$ cat config.mk
export PLATFORM = sky130hd
export DESIGN_NAME = instr_mem_loader
export DESIGN_NICKNAME = d
export VERILOG_FILES = /design/src/rtl/instr_mem_loader_pkg.sv /design/src/rtl/instr_mem_loader_word_packer.sv /design/src/rtl/instr_mem_loader.sv
export SDC_FILE = /design/constraint.sdc
export NUM_CORES = 1
export LEC_CHECK = 0
export ABC_AREA = 1
export ABC_CLOCK_PERIOD_IN_PS = 5270
export CORE_MARGIN = 4
export CORE_UTILIZATION = 40
export CTS_CLUSTER_SIZE = 16
export DETAILED_ROUTE_END_ITERATION = 8
export SLEW_MARGIN = 25
export SYNTH_ARGS = -nofsm -noshare
export SYNTH_HDL_FRONTEND = slang
export SYNTH_SLANG_ARGS = --single-unit
$ cat constraint.sdc
create_clock -name clk_i -period 5.27 [get_ports clk_i]
set_input_delay 1.054 -clock clk_i [delete_from_list [all_inputs] [get_ports clk_i]]
set_output_delay 1.054 -clock clk_i [all_outputs]
set_load 0.05 [all_outputs]
$ cat src/rtl/instr_mem_loader_pkg.sv
// Shared definitions for the instruction-memory bootloader: FSM encodings,
// error codes and small helpers used by the loader and its word packer.
package instr_mem_loader_pkg;

    localparam logic [2:0] ST_IDLE   = 3'd0;
    localparam logic [2:0] ST_LEN_LO = 3'd1;
    localparam logic [2:0] ST_LEN_HI = 3'd2;
    localparam logic [2:0] ST_DATA   = 3'd3;
    localparam logic [2:0] ST_CSUM   = 3'd4;
    localparam logic [2:0] ST_DONE   = 3'd5;
    localparam logic [2:0] ST_ERROR  = 3'd6;

    localparam logic [1:0] ERR_NONE    = 2'b00;
    localparam logic [1:0] ERR_LEN     = 2'b01;
    localparam logic [1:0] ERR_CSUM    = 2'b10;
    localparam logic [1:0] ERR_TIMEOUT = 2'b11;

    localparam logic [7:0] DEFAULT_SYNC_BYTE = 8'hA5;

    // States that belong to an open frame (busy, timeout armed).
    function automatic logic in_frame(input logic [2:0] st);
        return (st == ST_LEN_LO) || (st == ST_LEN_HI) ||
               (st == ST_DATA)   || (st == ST_CSUM);
    endfunction

    function automatic logic [7:0] csum_next(input logic [7:0] acc, input logic [7:0] b);
        return acc ^ b;
    endfunction

endpackage

$ cat src/rtl/instr_mem_loader_word_packer.sv
// Assembles little-endian bytes into 32-bit words and emits a one-cycle
// word_valid_o pulse, with the word, on the cycle after the fourth byte.
module word_packer
    import instr_mem_loader_pkg::*;
(
    input  logic        clk_i,
    input  logic        rst_i,
    input  logic        clear_i,
    input  logic        byte_valid_i,
    input  logic [7:0]  byte_i,
    output logic        last_byte_o,
    output logic        word_valid_o,
    output logic [31:0] word_o
);

    logic [1:0]  idx_q,   idx_d;
    logic [23:0] acc_q,   acc_d;
    logic        valid_q, valid_d;
    logic [31:0] word_q,  word_d;

    // Byte placement: byte k lands in bits [8k+7:8k]; the fourth byte closes the word.
    always_comb begin
        idx_d   = idx_q;
        acc_d   = acc_q;
        valid_d = 1'b0;
        word_d  = word_q;
        if (clear_i) begin
            idx_d = 2'd0;
            acc_d = 24'd0;
        end else if (byte_valid_i) begin
            case (idx_q)
                2'd0: acc_d[7:0]   = byte_i;
                2'd1: acc_d[15:8]  = byte_i;
                2'd2: acc_d[23:16] = byte_i;
                2'd3: begin
                    word_d  = {byte_i, acc_q};
                    valid_d = 1'b1;
                end
                default: acc_d = acc_q;
            endcase
            idx_d = idx_q + 2'd1;
        end else begin
            idx_d = idx_q;
        end
    end

    always_ff @(posedge clk_i or posedge rst_i) begin
        if (rst_i) begin
            idx_q   <= 2'd0;
            acc_q   <= 24'd0;
            valid_q <= 1'b0;
            word_q  <= 32'd0;
        end else begin
            idx_q   <= idx_d;
            acc_q   <= acc_d;
            valid_q <= valid_d;
            word_q  <= word_d;
        end
    end

    assign last_byte_o  = (idx_q == 2'd3);
    assign word_valid_o = valid_q;
    assign word_o       = word_q;

endmodule

$ cat src/rtl/instr_mem_loader.sv
// Byte-stream bootloader: parses SYNC/LEN/DATA/CSUM frames, writes words into
// instruction memory and holds the core in reset until a good image is loaded.
module instr_mem_loader
    import instr_mem_loader_pkg::*;
#(
    parameter logic [7:0]  SYNC_BYTE   = DEFAULT_SYNC_BYTE,
    parameter logic [31:0] BASE_ADDR   = 32'h0000_0000,
    parameter int          MAX_WORDS   = 256,
    parameter int          TIMEOUT_CYC = 1000,
    parameter bit          BOOT_HOLD   = 1'b1
) (
    input  logic        clk_i,
    input  logic        rst_i,
    input  logic [7:0]  data_i,
    input  logic        valid_i,
    output logic        ready_o,
    output logic        mem_we_o,
    output logic [31:0] mem_addr_o,
    output logic [31:0] mem_wdata_o,
    output logic        core_rst_o,
    output logic        busy_o,
    output logic        done_o,
    output logic        err_o,
    output logic [1:0]  err_code_o
);

    localparam int          TW        = $clog2(TIMEOUT_CYC + 1);
    localparam logic [TW-1:0] TMO_LIMIT = TW'(TIMEOUT_CYC);
    localparam logic [16:0] MAX_LEN   = 17'(MAX_WORDS);

    logic [2:0]    state_q,    state_d;
    logic [15:0]   len_q,      len_d;
    logic [15:0]   wcnt_q,     wcnt_d;
    logic [7:0]    csum_q,     csum_d;
    logic [TW-1:0] tmo_q,      tmo_d;
    logic [31:0]   addr_q,     addr_d;
    logic          done_q,     done_d;
    logic          err_q,      err_d;
    logic [1:0]    code_q,     code_d;
    logic          core_rst_q, core_rst_d;
    logic          busy_q,     busy_d;

    logic          accept_s;
    logic          pk_clear_s;
    logic          pk_byte_valid_s;
    logic          pk_last_s;
    logic          pk_word_valid_s;
    logic [31:0]   pk_word_s;
    logic [15:0]   len_full_s;
    logic [15:0]   wcnt_inc_s;
    logic [TW-1:0] tmo_inc_s;

    assign ready_o    = 1'b1;
    assign accept_s   = valid_i & ready_o;
    assign len_full_s = {data_i, len_q[7:0]};
    assign wcnt_inc_s = wcnt_q + 16'd1;
    assign tmo_inc_s  = tmo_q + {{(TW-1){1'b0}}, 1'b1};

    word_packer u_packer (
        .clk_i        (clk_i),
        .rst_i        (rst_i),
        .clear_i      (pk_clear_s),
        .byte_valid_i (pk_byte_valid_s),
        .byte_i       (data_i),
        .last_byte_o  (pk_last_s),
        .word_valid_o (pk_word_valid_s),
        .word_o       (pk_word_s)
    );

    // Frame FSM, checksum, word/address counters and inter-byte timeout.
    always_comb begin
        state_d         = state_q;
        len_d           = len_q;
        wcnt_d          = wcnt_q;
        csum_d          = csum_q;
        tmo_d           = tmo_q;
        done_d          = done_q;
        err_d           = err_q;
        code_d          = code_q;
        core_rst_d      = core_rst_q;
        pk_clear_s      = 1'b0;
        pk_byte_valid_s = 1'b0;

        if (pk_word_valid_s) begin
            addr_d = addr_q + 32'd4;
        end else begin
            addr_d = addr_q;
        end

        case (state_q)
            ST_IDLE, ST_DONE, ST_ERROR: begin
                if (accept_s && (data_i == SYNC_BYTE)) begin
                    state_d    = ST_LEN_LO;
                    len_d      = 16'd0;
                    wcnt_d     = 16'd0;
                    csum_d     = 8'd0;
                    tmo_d      = '0;
                    addr_d     = BASE_ADDR;
                    done_d     = 1'b0;
                    err_d      = 1'b0;
                    code_d     = ERR_NONE;
                    core_rst_d = 1'b1;
                    pk_clear_s = 1'b1;
                end else begin
                    state_d = state_q;
                end
            end
            ST_LEN_LO: begin
                if (accept_s) begin
                    len_d[7:0] = data_i;
                    state_d    = ST_LEN_HI;
                end else begin
                    state_d = state_q;
                end
            end
            ST_LEN_HI: begin
                if (accept_s) begin
                    len_d = len_full_s;
                    if ({1'b0, len_full_s} > MAX_LEN) begin
                        state_d = ST_ERROR;
                        err_d   = 1'b1;
                        code_d  = ERR_LEN;
                    end else if (len_full_s == 16'd0) begin
                        state_d = ST_CSUM;
                    end else begin
                        state_d = ST_DATA;
                    end
                end else begin
                    state_d = state_q;
                end
            end
            ST_DATA: begin
                if (accept_s) begin
                    pk_byte_valid_s = 1'b1;
                    csum_d          = csum_next(csum_q, data_i);
                    if (pk_last_s) begin
                        wcnt_d = wcnt_inc_s;
                        if (wcnt_inc_s == len_q) begin
                            state_d = ST_CSUM;
                        end else begin
                            state_d = ST_DATA;
                        end
                    end else begin
                        state_d = ST_DATA;
                    end
                end else begin
                    state_d = state_q;
                end
            end
            ST_CSUM: begin
                if (accept_s) begin
                    if (data_i == csum_q) begin
                        state_d    = ST_DONE;
                        done_d     = 1'b1;
                        core_rst_d = 1'b0;
                    end else begin
                        state_d = ST_ERROR;
                        err_d   = 1'b1;
                        code_d  = ERR_CSUM;
                    end
                end else begin
                    state_d = state_q;
                end
            end
            default: state_d = ST_IDLE;
        endcase

        // An accepted byte always beats an expiring timeout.
        if (in_frame(state_q)) begin
            if (accept_s) begin
                tmo_d = '0;
            end else if (tmo_inc_s == TMO_LIMIT) begin
                tmo_d   = '0;
                state_d = ST_ERROR;
                err_d   = 1'b1;
                code_d  = ERR_TIMEOUT;
            end else begin
                tmo_d = tmo_inc_s;
            end
        end else begin
            tmo_d = tmo_d;
        end

        busy_d = in_frame(state_d);
    end

    always_ff @(posedge clk_i or posedge rst_i) begin
        if (rst_i) begin
            state_q    <= ST_IDLE;
            len_q      <= 16'd0;
            wcnt_q     <= 16'd0;
            csum_q     <= 8'd0;
            tmo_q      <= '0;
            addr_q     <= BASE_ADDR;
            done_q     <= 1'b0;
            err_q      <= 1'b0;
            code_q     <= ERR_NONE;
            core_rst_q <= BOOT_HOLD;
            busy_q     <= 1'b0;
        end else begin
            state_q    <= state_d;
            len_q      <= len_d;
            wcnt_q     <= wcnt_d;
            csum_q     <= csum_d;
            tmo_q      <= tmo_d;
            addr_q     <= addr_d;
            done_q     <= done_d;
            err_q      <= err_d;
            code_q     <= code_d;
            core_rst_q <= core_rst_d;
            busy_q     <= busy_d;
        end
    end

    assign mem_we_o    = pk_word_valid_s;
    assign mem_wdata_o = pk_word_s;
    assign mem_addr_o  = addr_q;
    assign core_rst_o  = core_rst_q;
    assign busy_o      = busy_q;
    assign done_o      = done_q;
    assign err_o       = err_q;
    assign err_code_o  = code_q;

endmodule

Word level (Yosys, flattened, before mapping)
Index checks and enable logic that the tools add are counted.
{"block": "totals", "input_bits": 11, "elab_cells": 154, "ff_bits": 150}
{"block": "op_classes", "mux": 73, "eq_ne": 24, "magnitude_cmp": 1, "add_sub_neg": 4, "n_reduce_logical": 31, "bitwise": 3}
{"operator": "32-bit 2-to-1 mux", "count": 3}
{"operator": "16-bit 2-to-1 mux", "count": 4}
{"operator": "10-bit 2-to-1 mux", "count": 5}
{"operator": "24-bit 2-to-1 mux", "count": 2}
{"operator": "8-bit 2-to-1 mux", "count": 6}
{"operator": "3-bit 2-to-1 mux", "count": 12}
{"operator": "32-bit by 3-bit adder with 32-bit output, second input constant", "count": 1}
{"operator": "16-bit one-hot mux with 2 select lines", "count": 1}
{"operator": "8-bit one-hot mux with 2 select lines", "count": 2}
{"operator": "8-bit one-hot mux with 3 select lines", "count": 1}
{"operator": "2-bit 2-to-1 mux", "count": 11}
{"operator": "1-bit 2-to-1 mux", "count": 21}
{"operator": "2-bit nonzero test", "count": 10}
{"operator": "16-bit by 1-bit adder with 16-bit output, second input constant", "count": 1}
{"operator": "16-bit equality test", "count": 1}
{"operator": "16-bit by 9-bit greater-than comparator with 1-bit output, second input constant", "count": 1}
{"operator": "16-bit logical NOT", "count": 1}
{"operator": "3-bit one-hot mux with 5 select lines", "count": 1}
{"operator": "2-bit != test, second input constant", "count": 7}
{"operator": "3-bit by 2-bit equality test with 1-bit output, second input constant", "count": 4}
{"operator": "3-bit equality test, second input constant", "count": 4}
{"operator": "4-bit AND reduction", "count": 3}
{"operator": "10-bit by 1-bit adder with 10-bit output, second input constant", "count": 1}
{"operator": "10-bit equality test, second input constant", "count": 1}
{"operator": "other kinds (18)", "count": 32}

Depth between registers and ports, before layout
Gate-level depths: netlist of run 1.
{"block": "logic_depth", "ltp_word": 13, "depth_mapped": 20}

Modules after synthesis
A second synthesis of run 1 with hierarchy kept.
{"block": "hier_totals", "hier_cells": 991, "hier_area_um2": 7811.2}
{"mod": "instr_mem_loader", "seq_area_each_um2": 2228.4, "cells_per_inst": 707, "n_inst": 1, "area_each_um2": 5285.1}
{"mod": "word_packer", "seq_area_each_um2": 1476.4, "cells_per_inst": 284, "n_inst": 1, "area_each_um2": 2526.2}

Worst setup path after synthesis of run 1
Ideal clock, no wire load.
{"block": "synth_path", "path_kind": "input to register", "startpoint": "input data_i[1]", "endpoint": "register addr_q[19], in the netlist mem_addr_o[19]", "t_arrival_ns": 2.358, "path_buffers": 2, "setup_slack_ns": 2.780, "required_time_ns": 5.138, "setup_time_ns": 0.132, "cell_stages": 8, "path_cell_list": "clkbuf_1 nor2_1 inv_1 nor3_1 nand4_1 nor2_1 clkbuf_1 nor2_1"}
{"block": "synth_via", "elab_chain_cells": 4}
{"element": "start: declaration", "line": "instr_mem_loader.sv:14", "source": "input logic [7:0] data_i,"}
{"element": "8-bit equality test", "line": "instr_mem_loader.sv:92", "source": "if (accept_s && (data_i == SYNC_BYTE)) begin"}
{"element": "1-bit logical AND", "line": "instr_mem_loader.sv:92"}
{"element": "32-bit 2-to-1 mux", "line": "instr_mem_loader.sv:92"}
{"element": "32-bit 2-to-1 mux", "line": "instr_mem_loader.sv:90", "source": "case (state_q)"}
{"element": "named net addr_d[19]", "line": "instr_mem_loader.sv:36", "source": "logic [31:0] addr_q, addr_d;"}
{"element": "end signal: assignment", "line": "instr_mem_loader.sv:206", "source": "addr_q <= addr_d;"}
{"element": "end: declaration", "line": "instr_mem_loader.sv:36"}
The timed path passes the listed nets, and every way through them passes these cells.
A chain may end at the register's enable or synchronous reset.

Worst setup path in the final report of run 1
{"block": "layout_path", "startpoint": "input valid_i", "endpoint": "register wcnt_q[5]"}
{"block": "layout_via", "elab_chain_cells": 3, "word_cells_on_any_way": 4, "classes_between": "2 x eq/ne; 2 x reduce/logical"}
{"element": "start: declaration", "line": "instr_mem_loader.sv:15", "source": "input logic valid_i,"}
{"element": "1-bit logical AND", "line": "instr_mem_loader.sv:92"}
{"element": "2-bit != test (no line)"}
{"element": "4-bit AND reduction (no line) *"}
{"element": "end signal: assignment", "line": "instr_mem_loader.sv:203", "source": "wcnt_q <= wcnt_d;"}
{"element": "end: declaration", "line": "instr_mem_loader.sv:33", "source": "logic [15:0] wcnt_q, wcnt_d;"}
Every way passes the cells marked *; elsewhere a longest branch is shown, timed or not.

==> impl_metrics.py, run 1 <==
metrics = {
    "run_status": {
        "status": "finished, final reports clean",
    },
    "finish": {
        "area_growth_pct": 20.8,
        "design_area_mm2": 0.00908,
        "fill_cells": 1732,
        "insertedDiodeCount": 0,
        "multi_input_area_mm2": 0.00316,
        "finalNetCount": 1026,
        "seq_area_mm2": 0.00370,
        "drive_gt1_share_pct": 7.06,
    },
    "die": {
        "num_io_pins": 83,
        "core-area_mm2": 0.0182,
        "start_util_pct": 41.3,
        "chipWidth_um": 145,
        "die_area_mm2": 0.0210,
        "rows": 49,
        "die_h_um": 145,
    },
    "power_and_ir_drop": {
        "pwr-share-seq_pct": 35.5,
        "cellPowerDensity_mw_per_mm2": 492,
        "p_leak_nw": 4.36,
        "p_clk_share_pct": 27.3,
        "finalPower_mw": 4.47,
        "p_switching_mw": 1.86,
        "p_int_mw": 2.61,
        "ir_drop_mv": 0.284,
        "p_sw_share_pct": 41.7,
        "combPwrFrac_pct": 37.2,
    },
    "placed_design": {
        "place_area_mm2": 0.00849,
        "portBuffers": 79,
        "gp_congestion": 0.858,
        "place_hpwl_mm": 13.1,
    },
    "detailed_routing": {
        "post_drt_wl_per_cell_um": 14.8,
        "drc": 0,
        "vias": 6324,
        "drt-total-wl_mm": 18.5,
        "firstDrtPassIters": 5,
        "drtAntennaViolNets": 0,
        "via_per_inst": 5.06,
        "drtIter0Drc": 426,
    },
    "logic_synthesis": {
        "synth-seq-area-share_pct": 49.3,
        "synth_ff_type": "dfrtp_1",
        "synth_warnings": 0,
        "synth_edf_count": 0,
        "avgSynthCellArea_um2": 8.06,
        "synthCells": 932,
        "syn_area_mm2": 0.00751,
        "yosysUniqueCellTypes": 43,
        "ys_seq_elements": 148,
        "async_flop_share_pct": 100,
    },
    "global_routing": {
        "antenna_found_initial": 0,
        "grt_pass1_wl_mm": 31.6,
        "grt_max_degree": 100,
        "overflow": 0,
        "grt_usage_pct": 18.3,
        "grt_pass1_vias": 6061,
    },
    "worst_setup_path": {
        "cp-start-kind": "input port",
        "crit_slowest_cell": "clkdlybuf4s50_1",
        "cpPeakStageDelay_ps": 630,
        "cp-end-kind": "register",
        "cp_num_buf_inv": 4,
        "crit_type": "in2reg",
        "critical-path-top-delay-family": "buffers and inverters",
        "crit_path_max_fanout": 19,
        "critPathArrivalTime_ps": 3410,
        "crit_required_ps": 5550,
        "timing.critical_path.cells": "clkdlybuf4s50_1, inv_1, nor3_1, nand4_1, nor2_1, buf_4, inv_2, nand2_1, o21ai_0",
    },
    "sta": {
        "min_period_ps": 3130,
        "timing.final.crit_share_pct": 59.4,
        "skew_ps": 9.45,
        "tns_ps": 0,
        "slew_viol_final": 0,
        "fmax_ghz": 0.320,
        "rsz0062_at_grt": "false",
        "maxSlewHeadroom_pct": 39.2,
        "hold_slack_ps": 475,
        "setup_viol_count_final": 0,
        "finalHoldViolCount": 0,
        "tightest_slew_ps": 912,
    },
    "cts": {
        "cts_tree": "built",
        "clockRootBuffer": "clkbuf_16",
        "cts_made_buffers": 17,
        "insertion_delay_ps": 430,
        "cts.repair.resized": 0,
        "post_cts_buffers": 0,
        "clk_pin_slew_ps": 60,
        "clk_path_buf_depth": 2,
        "clkSinkCount": 148,
        "hold_buffers": 0,
        "h-tree-depth": 4,
    },
    "flow_run": {
        "maxCapViolations": 0,
    },
    "worst_hold_path": {
        "hold_path.class": "reg2reg",
    },
}
registers in the layout, indices dropped and copies added (netlist names), 2 cells and up:
signal / flops
csum_q: 8
len_q: 16
u_packer.word_o: 32
err_code_o: 2
wcnt_q: 16
u_packer.idx_q: 2
state_q: 3
tmo_q: 10
mem_addr_o: 30
u_packer.acc_q: 24
per-stage QoR:
stage	utilization, %	cells	setup slack, ps
after floorplan	-	933	238
after global placement	46.6	1218	1720
after detailed placement	46.6	1218	1640
after CTS	49.9	1249	2120
after global routing	49.9	1249	1880
final	49.9	1249	2140
synth_stat cells, types with 7 or more instances:
cell | count | share of area, %
dfrtp_1 | 147 | 49
buf_2 | 7 | 0.47
nand2_1 | 198 | 9.9
nand3_1 | 95 | 6.3
o22ai_1 | 14 | 1.2
nor3_1 | 15 | 1.0
inv_1 | 131 | 6.5
nor4_1 | 8 | 0.67
nor2_1 | 73 | 3.6
o21ai_0 | 95 | 6.3
a21oi_1 | 15 | 1.0
nand4_1 | 23 | 1.9
ha_1 | 7 | 1.2
xor2_1 | 33 | 3.8
nor2_2 | 7 | 0.58
clkbuf_1 | 15 | 0.75
logic make-up after synthesis:
family                   share of synthesized area, %
other                                          0.0999
AND/OR/NAND/NOR                                  26.6
AO/OA/AOI/OAI                                    9.86
XOR/XNOR                                         4.20
adder cells (fa/ha/maj)                          1.17
flip-flops                                       49.3
buffers and inverters                            8.74
final timing paths:
| kind | cells after the start | end | slack (ps) | from |
|---|---|---|---|---|
| worst max register to register | 8 | wcnt_q[6] | 2760 | state_q[0] |
| worst min-delay path | 2 | core_rst_o | 480 | core_rst_o |
| worst max-delay path | 9 | wcnt_q[5] | 2140 | valid_i |
| min in group asynchronous | 2 | wcnt_q[9] | 1200 | rst_i |
| max in group asynchronous | 3 | core_rst_o | 3140 | rst_i |
| worst min register to register | 2 | core_rst_o | 480 | core_rst_o |
placed cells by master, fill, tap and decap left out, types with 2 or more instances in the layout:
| master | instances |
|---|---|
| ha_1 | 7 |
| xor2_1 | 33 |
| dfrtp_1 | 147 |
| clkdlybuf4s50_1 | 79 |
| inv_6 | 6 |
| o21bai_1 | 2 |
| clkbuf_16 | 17 |
| o31ai_1 | 2 |
| nand3_2 | 4 |
| inv_2 | 4 |
| clkinvlp_4 | 2 |
| inv_1 | 129 |
| nor2_2 | 7 |
| nor3_1 | 15 |
| nor2_4 | 4 |
| o21ai_0 | 95 |
| clkinv_4 | 3 |
| nand2_1 | 198 |
| nand3_1 | 95 |
| o21ai_1 | 2 |
| nand2_2 | 4 |
| a21oi_1 | 15 |
| bufinv_16 | 2 |
| nor4_1 | 8 |
| nand4_1 | 23 |
| o21ai_2 | 2 |
| xnor2_1 | 3 |
| buf_4 | 6 |
| nor2_1 | 73 |
| a211oi_1 | 2 |
| conb_1 | 3 |
| o22ai_1 | 14 |
worst register-to-register path, stage by stage (launching register included):
cell and delay [ps]:
dfrtp_1 450, nand2_1 140, nor2_4 240, nand2_1 310, nor2_2 550, inv_2 70, buf_4 340, nand3_1 190
o21ai_0 80
power by group through the flow:
stage	sequential, mW	combinational (mW)	clock, mW
floorplan	1.93	0.866	0
global placement	1.60	1.65	0
detailed placement	1.60	1.66	0
CTS	1.59	1.67	1.25
global route	1.62	1.85	1.30
finish	1.59	1.66	1.22
area by class of cell:
| class | count | area share [%] |
|---|---|---|
| clock inverters | 13 | 1.65 |
| flip-flops and latches | 148 | 40.8 |
| repair buffers | 85 | 9.20 |
| clock buffers | 18 | 4.84 |
| inverters | 134 | 5.59 |
| well taps | 229 | 3.16 |
| multi-input cells | 622 | 34.8 |
layer usage:
| layer | routed length (um) | track usage, % | vias up |
|---|---|---|---|
| li1 | - | - | 3177 |
| met1 | 8980 | 25.8 | 2989 |
| met2 | 8540 | 29.0 | 134 |
| met3 | 757 | 3.49 | 24 |
| met4 | 264 | 5.65 | 0 |
| met5 | 0 | 0 | - |
No activity file was read; power rests on OpenSTA's default activity.
==> inputs of run 2 (changes only) <==
Settings changed: ABC_CLOCK_PERIOD_IN_PS 5270 to 2500.
Clock period 5.27 ns to 2.5 ns, I/O delays scaled along.
==> run 2 against run 1 <==
Net effect: worst setup slack got worse by 2000 ps; sequential share of layout area fell by 2.2 points; critical path depth rose by 6; first-iteration DRC count fell by 9.4%; clock skew barely moved; final area rose by 5.6%; combinational power rose by 120%; via count rose by 1.8%; sequential power rose by 110%; count of clock-buffer cells in the layout fell by 1; global-route usage rose by 0.47 points; hold slack got worse by 34 ps; highest routed layer unchanged.
==> impl_metrics.py, run 2 (same netlist as run 1, synthesis figures left out) <==
metrics = {
    "global_routing": {
        "overflow": 0,
        "grt_pass1_wl_mm": 32.6,
        "antenna_found_initial": 0,
        "grt_max_degree": 58,
        "grt_pass1_vias": 6452,
        "grt_usage_pct": 18.8,
    },
    "finish": {
        "insertedDiodeCount": 0,
        "multi_input_area_mm2": 0.00318,
        "seq_area_mm2": 0.00370,
        "area_growth_pct": 27.7,
        "layout.cells.non_filler": 1299,
        "drive_gt1_share_pct": 11.6,
        "final_common_cell": "nand2_1",
        "finalNetCount": 1075,
        "design_area_mm2": 0.00959,
        "final_cell_mix": "nand2_1 (197), dfrtp_1 (147), inv_1 (129)",
        "largest_register_ffs": 32,
        "fill_cells": 1669,
    },
    "die": {
        "rows": 49,
        "die_area_mm2": 0.0210,
        "start_util_pct": 41.3,
        "core-area_mm2": 0.0182,
        "num_io_pins": 83,
        "chipWidth_um": 145,
        "die_h_um": 145,
    },
    "worst_setup_path": {
        "crit_path_max_fanout": 5,
        "cp-start-kind": "register",
        "crit_required_ps": 2820,
        "crit_type": "reg2reg",
        "cp-end-kind": "register",
        "critPathArrivalTime_ps": 2660,
    },
    "cts": {
        "clockRootBuffer": "clkbuf_16",
        "cts_tree": "built",
        "clkSinkCount": 148,
        "clk_path_buf_depth": 2,
        "clk_pin_slew_ps": 70,
        "cts_made_buffers": 17,
        "insertion_delay_ps": 420,
        "h-tree-depth": 4,
    },
    "detailed_routing": {
        "post_drt_wl_per_cell_um": 14.6,
        "drtAntennaViolNets": 0,
        "firstDrtPassIters": 5,
        "vias": 6436,
        "drc": 0,
        "via_per_inst": 4.95,
        "drtIter0Drc": 386,
        "drt-total-wl_mm": 19.0,
    },
    "sta": {
        "finalHoldViolCount": 0,
        "hold_slack_ps": 441,
        "tightest_slew_ps": 534,
        "timing.final.crit_share_pct": 93.8,
        "rsz0062_at_grt": "true",
        "skew_ps": 9.72,
        "slew_viol_final": 0,
        "setup_viol_count_final": 0,
        "maxSlewHeadroom_pct": 64.3,
        "fmax_ghz": 0.426,
        "min_period_ps": 2350,
        "tns_ps": 0,
    },
    "worst_hold_path": {
        "hold_path.class": "in2async",
    },
    "placed_design": {
        "portBuffers": 79,
        "place_area_mm2": 0.00894,
        "dp_cells": 1265,
        "gp_congestion": 0.874,
        "place_hpwl_mm": 14.0,
    },
    "power_and_ir_drop": {
        "p_leak_nw": 4.65,
        "ir_drop_mv": 0.786,
        "cellPowerDensity_mw_per_mm2": 1010,
    },
    "run_status": {
        "status": "finished, final reports clean",
    },
    "flow_run": {
        "maxCapViolations": 0,
    },
}
-- run 2: cell types whose count changed in the layout (fill, tap and decap cells not counted), moves of 2 or more --
cell / previous run / this run
buf_12: 0 / 8
nor2_2: 7 / 5
buf_4: 6 / 47
nor2_4: 4 / 6
inv_8: 0 / 3
clkinv_4: 3 / 1
-- run 2: cell type report --
cell class                      instances  share of cell area [%]
Sequential cell                       148                    38.6
Clock buffer                           17                    4.43
Multi-Input combinational cell        622                    33.2
Clock inverter                         15                    1.93
Tap cell                              229                    2.99
Timing Repair Buffer                  134                    13.6
Inverter                              134                    5.28
-- run 2: final timing paths --
kind,slack (ps),cells past startpoint,endpoint,from
worst min-delay path,440,2,u_packer.word_valid_o,rst_i
min in group clk_i,470,2,core_rst_o,core_rst_o
worst max-delay path,150,15,busy_o,wcnt_q[0]
max in group asynchronous,1380,3,core_rst_o,rst_i
worst max register to register,150,15,busy_o,wcnt_q[0]
worst min register to register,470,2,core_rst_o,core_rst_o
-- run 2: metal layers --
metal  up-vias  track usage (%)  part of all wire (%)
met5         -                0                     0
met4         0             4.75                   1.2
met3        23             3.77                   4.4
met2       144             30.5                    47
met1      2985             26.1                    47
li1       3284                -                     -
-- run 2: repair_timing --
| action | CTS | global route |
|---|---|---|
| gates resized for setup | 0 | 5 |
| hold buffers | 0 | 0 |
| buffers inserted | 0 | 2 |
| hold endpoints to repair | 0 | 0 |
| setup endpoints to repair | 0 | 7 |
-- run 2: per-stage QoR --
stage	utilization, %	setup WS [ps]	power, mW
2_1_floorplan	-	140	5.89
3_3_place_gp	49.1	-74.9	7.01
3_5_place_dp	49.1	-90.1	7.03
4_1_cts	52.5	164	9.74
5_1_grt	52.7	-44.9	10.4
6_report	52.7	155	9.68
-- run 2: report_power, final --
part / switching [mW] / internal, mW
Sequential: 0.419 / 2.91
Clock: 1.13 / 1.52
Combinational: 2.48 / 1.22
Total: 4.03 / 5.65
-- run 2: worst max-delay path, stage by stage, from the launching register on --
cell and delay (ps):
dfrtp_1 400, buf_4 140, buf_4 120, nand3_1 210, nor2_2 220, nand4_1 140, nand3_1 110, nand2_1 50
nor2_1 120, nand2_1 100, nor2_4 130, nand3_2 90, a21oi_2 190, nand4_1 100, nand2_1 70, inv_1 30
